File: config.mk
export PLATFORM = sky130hd
export DESIGN_NAME = fft4_input_buffer_flat
export DESIGN_NICKNAME = d
export VERILOG_FILES = /design/src/rtl/fft4_input_buffer_if.sv /design/src/rtl/fft4_input_buffer.sv /design/src/flat_wrapper.sv
export SDC_FILE = /design/constraint.sdc
export NUM_CORES = 1
export LEC_CHECK = 0
export ABC_CLOCK_PERIOD_IN_PS = 4300
export CAP_MARGIN = 20
export CORE_ASPECT_RATIO = 0.6
export CORE_MARGIN = 3
export CORE_UTILIZATION = 52
export CTS_CLUSTER_DIAMETER = 200
export CTS_CLUSTER_SIZE = 16
export DETAILED_ROUTE_END_ITERATION = 12
export GPL_TIMING_DRIVEN = 0
export PLACE_DENSITY_LB_ADDON = 0.3
export SYNTH_ARGS = -nofsm -noshare
export SYNTH_HDL_FRONTEND = slang
export SYNTH_SLANG_ARGS = --single-unit
File: constraint.sdc
create_clock -name clk -period 4.3 [get_ports clk]
set_clock_uncertainty 0.05 [all_clocks]
set_input_delay 0.86 -clock clk [delete_from_list [all_inputs] [get_ports clk]]
set_output_delay 0.86 -clock clk [all_outputs]
set_load 0.02 [all_outputs]
File: src/rtl/fft4_input_buffer_if.sv
// Stream bundle for the FFT4 input buffer: serial complex samples in,
// one parallel 4-sample frame out.
interface fft4_input_buffer_if;
    logic               in_valid;
    logic               in_ready;
    logic signed [15:0] in_re;
    logic signed [15:0] in_im;
    logic               in_sof;
    logic               out_valid;
    logic               out_ready;
    logic signed [15:0] x0r;
    logic signed [15:0] x0i;
    logic signed [15:0] x1r;
    logic signed [15:0] x1i;
    logic signed [15:0] x2r;
    logic signed [15:0] x2i;
    logic signed [15:0] x3r;
    logic signed [15:0] x3i;
    logic               sync_err;

    modport master (
        output in_valid, in_re, in_im, in_sof, out_ready,
        input  in_ready, out_valid, sync_err,
        input  x0r, x0i, x1r, x1i, x2r, x2i, x3r, x3i
    );

    modport slave (
        input  in_valid, in_re, in_im, in_sof, out_ready,
        output in_ready, out_valid, sync_err,
        output x0r, x0i, x1r, x1i, x2r, x2i, x3r, x3i
    );
endinterface

File: src/rtl/fft4_input_buffer.sv
// Serial-to-parallel frame buffer feeding a 4-point FFT.
// Define FFT4_PRESCALE_EN to arithmetic-shift each stored component right by 2.
module fft4_input_buffer (
    input logic                  clk,
    input logic                  rst,
    fft4_input_buffer_if.slave   bus
);
    logic        [1:0]  r_cnt;
    logic               r_fill_full;
    logic               r_out_valid;
    logic               r_sync_err;
    logic signed [15:0] r_buf_re [4];
    logic signed [15:0] r_buf_im [4];
    logic signed [15:0] r_x_re   [4];
    logic signed [15:0] r_x_im   [4];

    logic               w_accept;
    logic               w_out_free;
    logic               w_resync;
    logic               w_last;
    logic               w_load_direct;
    logic               w_load_buf;
    logic signed [15:0] w_re;
    logic signed [15:0] w_im;

`ifdef FFT4_PRESCALE_EN
    assign w_re = bus.in_re >>> 2;
    assign w_im = bus.in_im >>> 2;
`else
    assign w_re = bus.in_re;
    assign w_im = bus.in_im;
`endif

    assign w_accept      = bus.in_valid && !r_fill_full;
    assign w_out_free    = !r_out_valid || bus.out_ready;
    assign w_resync      = bus.in_sof && (r_cnt != 2'd0);
    assign w_last        = w_accept && !w_resync && (r_cnt == 2'd3);
    assign w_load_direct = w_last && w_out_free;
    assign w_load_buf    = r_fill_full && w_out_free;

    // Sample buffer carries no reset; stale contents are never emitted.
    always_ff @(posedge clk) begin
        if (w_accept) begin
            if (w_resync) begin
                r_buf_re[0] <= w_re;
                r_buf_im[0] <= w_im;
            end else begin
                r_buf_re[r_cnt] <= w_re;
                r_buf_im[r_cnt] <= w_im;
            end
        end
    end

    always_ff @(posedge clk) begin
        if (rst) begin
            r_cnt       <= 2'd0;
            r_fill_full <= 1'b0;
            r_out_valid <= 1'b0;
            r_sync_err  <= 1'b0;
            for (int i = 0; i < 4; i++) begin
                r_x_re[i] <= '0;
                r_x_im[i] <= '0;
            end
        end else begin
            r_sync_err <= w_accept && w_resync;

            if (w_accept) begin
                if (w_resync) begin
                    r_cnt <= 2'd1;
                end else begin
                    r_cnt <= r_cnt + 2'd1;
                end
            end

            if (w_last && !w_out_free) begin
                r_fill_full <= 1'b1;
            end else if (w_load_buf) begin
                r_fill_full <= 1'b0;
            end

            // Last sample bypasses the buffer so a frame needs no extra cycle.
            if (w_load_direct) begin
                for (int i = 0; i < 3; i++) begin
                    r_x_re[i] <= r_buf_re[i];
                    r_x_im[i] <= r_buf_im[i];
                end
                r_x_re[3]   <= w_re;
                r_x_im[3]   <= w_im;
                r_out_valid <= 1'b1;
            end else if (w_load_buf) begin
                for (int i = 0; i < 4; i++) begin
                    r_x_re[i] <= r_buf_re[i];
                    r_x_im[i] <= r_buf_im[i];
                end
                r_out_valid <= 1'b1;
            end else if (r_out_valid && bus.out_ready) begin
                r_out_valid <= 1'b0;
            end
        end
    end

    assign bus.in_ready  = !r_fill_full;
    assign bus.out_valid = r_out_valid;
    assign bus.sync_err  = r_sync_err;
    assign bus.x0r       = r_x_re[0];
    assign bus.x0i       = r_x_im[0];
    assign bus.x1r       = r_x_re[1];
    assign bus.x1i       = r_x_im[1];
    assign bus.x2r       = r_x_re[2];
    assign bus.x2i       = r_x_im[2];
    assign bus.x3r       = r_x_re[3];
    assign bus.x3i       = r_x_im[3];
endmodule

File: src/flat_wrapper.sv
// flat-port wrapper written by rule: the top's interface ports become plain ports
module fft4_input_buffer_flat 
  (clk, rst, bus_in_valid, bus_in_re, bus_in_im, bus_in_sof, bus_out_ready, bus_in_ready, bus_out_valid, bus_sync_err, bus_x0r, bus_x0i, bus_x1r, bus_x1i, bus_x2r, bus_x2i, bus_x3r, bus_x3i);
  fft4_input_buffer_if bus_i ();
  input logic clk;
  input logic rst;
  input wire logic [$bits(bus_i.in_valid)-1:0] bus_in_valid;
  input wire logic [$bits(bus_i.in_re)-1:0] bus_in_re;
  input wire logic [$bits(bus_i.in_im)-1:0] bus_in_im;
  input wire logic [$bits(bus_i.in_sof)-1:0] bus_in_sof;
  input wire logic [$bits(bus_i.out_ready)-1:0] bus_out_ready;
  output wire logic [$bits(bus_i.in_ready)-1:0] bus_in_ready;
  output wire logic [$bits(bus_i.out_valid)-1:0] bus_out_valid;
  output wire logic [$bits(bus_i.sync_err)-1:0] bus_sync_err;
  output wire logic [$bits(bus_i.x0r)-1:0] bus_x0r;
  output wire logic [$bits(bus_i.x0i)-1:0] bus_x0i;
  output wire logic [$bits(bus_i.x1r)-1:0] bus_x1r;
  output wire logic [$bits(bus_i.x1i)-1:0] bus_x1i;
  output wire logic [$bits(bus_i.x2r)-1:0] bus_x2r;
  output wire logic [$bits(bus_i.x2i)-1:0] bus_x2i;
  output wire logic [$bits(bus_i.x3r)-1:0] bus_x3r;
  output wire logic [$bits(bus_i.x3i)-1:0] bus_x3i;
  assign bus_i.in_valid = bus_in_valid;
  assign bus_i.in_re = bus_in_re;
  assign bus_i.in_im = bus_in_im;
  assign bus_i.in_sof = bus_in_sof;
  assign bus_i.out_ready = bus_out_ready;
  assign bus_in_ready = bus_i.in_ready;
  assign bus_out_valid = bus_i.out_valid;
  assign bus_sync_err = bus_i.sync_err;
  assign bus_x0r = bus_i.x0r;
  assign bus_x0i = bus_i.x0i;
  assign bus_x1r = bus_i.x1r;
  assign bus_x1i = bus_i.x1i;
  assign bus_x2r = bus_i.x2r;
  assign bus_x2i = bus_i.x2i;
  assign bus_x3r = bus_i.x3r;
  assign bus_x3i = bus_i.x3i;
  fft4_input_buffer u_core (.clk(clk), .rst(rst), .bus(bus_i));
endmodule
==> impl_metrics.ini <==
[detailed_routing]
via_count = 5385
antenna_left = 0
routed_wl_um = 21600
via_per_inst = 5.57
drtIter0Drc = 542
post_drt_wl_per_cell_um = 22.3
dr.pass1.iters = 5
drc = 0

[placed_design]
placed_area_um2 = 11400
post-dp-hpwl_um = 14500
portBuffers = 166
place_congestion = 0.783

[critical_path]
start_kind = flip-flop
path_max_fanout = 10
crit_path_end_kind = output pin
critPathRequiredTime_ns = 3.39
arrival_ns = 2.11
critPathKind = reg -> out

[cells_and_area]
fin_nets = 758
drive_gt1_frac = 0.0820
synthToLayoutAreaGrowth_pct = 29.2
final_area_um2 = 12000
diodes = 0

[pwr]
p_clk_frac = 0.346
p_int_mw = 3.95
pwr_density_cell_nw_per_um2 = 418
p_leak_nw = 4.39
p_total_mw = 5.02
swShare = 0.213
p_switching_mw = 1.07
power.share.sequential = 0.581
vdd_drop_max_uv = 263
power_frac_comb = 0.073

[die]
dieArea_um2 = 19600
start_util = 0.536
pin_count = 168
rows = 37
core_area_um2 = 17300
die_y_um = 110
die_x_um = 179

[sta]
max_freq_mhz = 332
fin_tns_setup_ns = 0
tightest_slew_ns = 1.06
slew_violations = 0
fin_crit_sh = 0.701
slew_headroom = 0.294
setup_viol = 0
finalHoldViolations = 0
rsz0062_at_grt = no
holdWs_ns = 0.493
min_period_ns = 3.02

[global_route]
grt_max_degree = 65
grt_pass1_wl_um = 32000
first_global_vias = 5301
track_usage = 0.222
grt_remaining_overflow = 0
antenna_found_initial = 2

[clock_network]
cts_root_buffer = clkbuf_16
postCtsResizedCells = 0
numClockSinks = 261
cts_tree = done
cts_hold_buf = 0
clkTransAtPathRegs_ns = 0.07
htreeDepth = 1
numCtsBuffers = 20
post-cts-setup-buffers = 0
ctsLongestPathBuffers = 3
worstSkewPairLatency_ns = 0.49

[outcome]
status = finished clean

[synthesis]
yosys_warnings = 0
synth-seq-cells = 261
ys_seq_area_frac = 0.838
syn_inst = 524
avgSynthCellArea_um2 = 17.7
yosys.area.top_type = edfxtp_1
syn_nets = 563
synth.area.top_cells = edfxtp_1 83%, and3_1 6.5%, nand4_1 2.2%
synthesis.area_um2 = 9290
synth_top_area_frac = 0.828
ys_types = 25

[run]
max_cap_viol_count = 0

[hold_path]
min_path_type = reg -> reg
[path summary, 6_finish.rpt]
check / end / slack (ns) / cells after the start / startpoint
setup / recovery: bus_in_ready / 1.28 / 4 / u_core.r_fill_full
setup reg to reg: u_core.r_x_im[1][9] / 1.50 / 7 / u_core.r_cnt[1]
hold reg to reg: u_core.r_x_re[1][4] / 0.49 / 1 / u_core.r_buf_re[1][4]
hold / removal: u_core.r_x_re[1][4] / 0.49 / 1 / u_core.r_buf_re[1][4]
[logic make-up (layout without fill, tap and decap cells)]
group                    count (synthesis)  in the layout  share of synthesized area
AO/OA/AOI/OAI                           41             41                     0.0244
adder cells (fa/ha/maj)                  2              2                    0.00269
buffers and inverters                   43            251                     0.0234
flip-flops                             261            261                      0.838
AND/OR/NAND/NOR                        177            177                      0.111
[power by group through the flow]
stage               Sequential [mW]  Clock [mW]  Combinational (mW)
finish                         2.92        1.74               0.365
global route                   2.92        1.86               0.386
CTS                            2.92        1.76               0.367
detailed placement             2.97           0               0.366
global placement               2.98           0               0.337
floorplan                      3.04           0              0.0831
[metrics by stage]
step / std cells / utilization / setup slack [ns]
after detailed placement: 931 / 0.659 / 0.872
after floorplan: 524 / - / 0.273
after global placement: 924 / 0.649 / -1.88
after CTS: 966 / 0.693 / 1.27
final: 966 / 0.693 / 1.28
after global routing: 966 / 0.693 / 1.19
[area by class of cell]
type	count	area (µm²)
sequential	261	7790
fill	1144	5310
timing repair buffer	173	1790
multi-input combinational	220	1320
clock buffer	34	574
tap	234	293
buffer	40	206
clock inverter	1	16.3
inverter	3	11.3
[cell usage in the layout (no fill, tap or decap), types with 4 or more instances in the layout]
cell,n
nand2_1,35
edfxtp_1,256
clkbuf_1,29
buf_2,12
a21oi_1,35
clkdlybuf4s50_1,166
buf_4,6
nand4_1,32
clkbuf_16,21
dfxtp_1,5
buf_6,4
and3_1,96
[cells in the mapped netlist, drive strengths merged]
| master | number |
|---|---|
| nand4 | 32 |
| dfxtp | 5 |
| ha | 2 |
| inv | 3 |
| nor2 | 2 |
| a21oi | 36 |
| a21o | 3 |
| nor3 | 3 |
| nand2b | 4 |
| nand2 | 35 |
| nand3 | 2 |
| clkbuf | 19 |
| edfxtp | 256 |
| and3 | 96 |
| a31o | 1 |
| nor2b | 2 |
| buf | 21 |
| a31oi | 1 |
| and2 | 1 |
[critical path: stages (launching register included)]
cell and delay [ns]:
dfxtp_1 0.31, buf_2 0.22, clkbuf_1 0.42, inv_1 0.10, clkdlybuf4s50_1 0.56
[registers in the layout, summed over array words and instances (netlist names)]
| name | cells |
|---|---|
| u_core.r_cnt | 2 |
| u_core.r_x_im | 64 |
| u_core.bus.sync_err | 1 |
| u_core.r_buf_im | 64 |
| u_core.r_fill_full | 1 |
| u_core.bus.out_valid | 1 |
| u_core.r_buf_re | 64 |
| u_core.r_x_re | 64 |
[layer usage]
metal / GRT usage / vias to the layer above / share of wire
met5: 0 / - / 0.0010
met4: 0.0450 / 4 / 0.019
met3: 0.0466 / 37 / 0.089
met2: 0.337 / 274 / 0.45
met1: 0.337 / 2652 / 0.44
li1: - / 2418 / -
No activity file was read; power rests on OpenSTA's default activity.
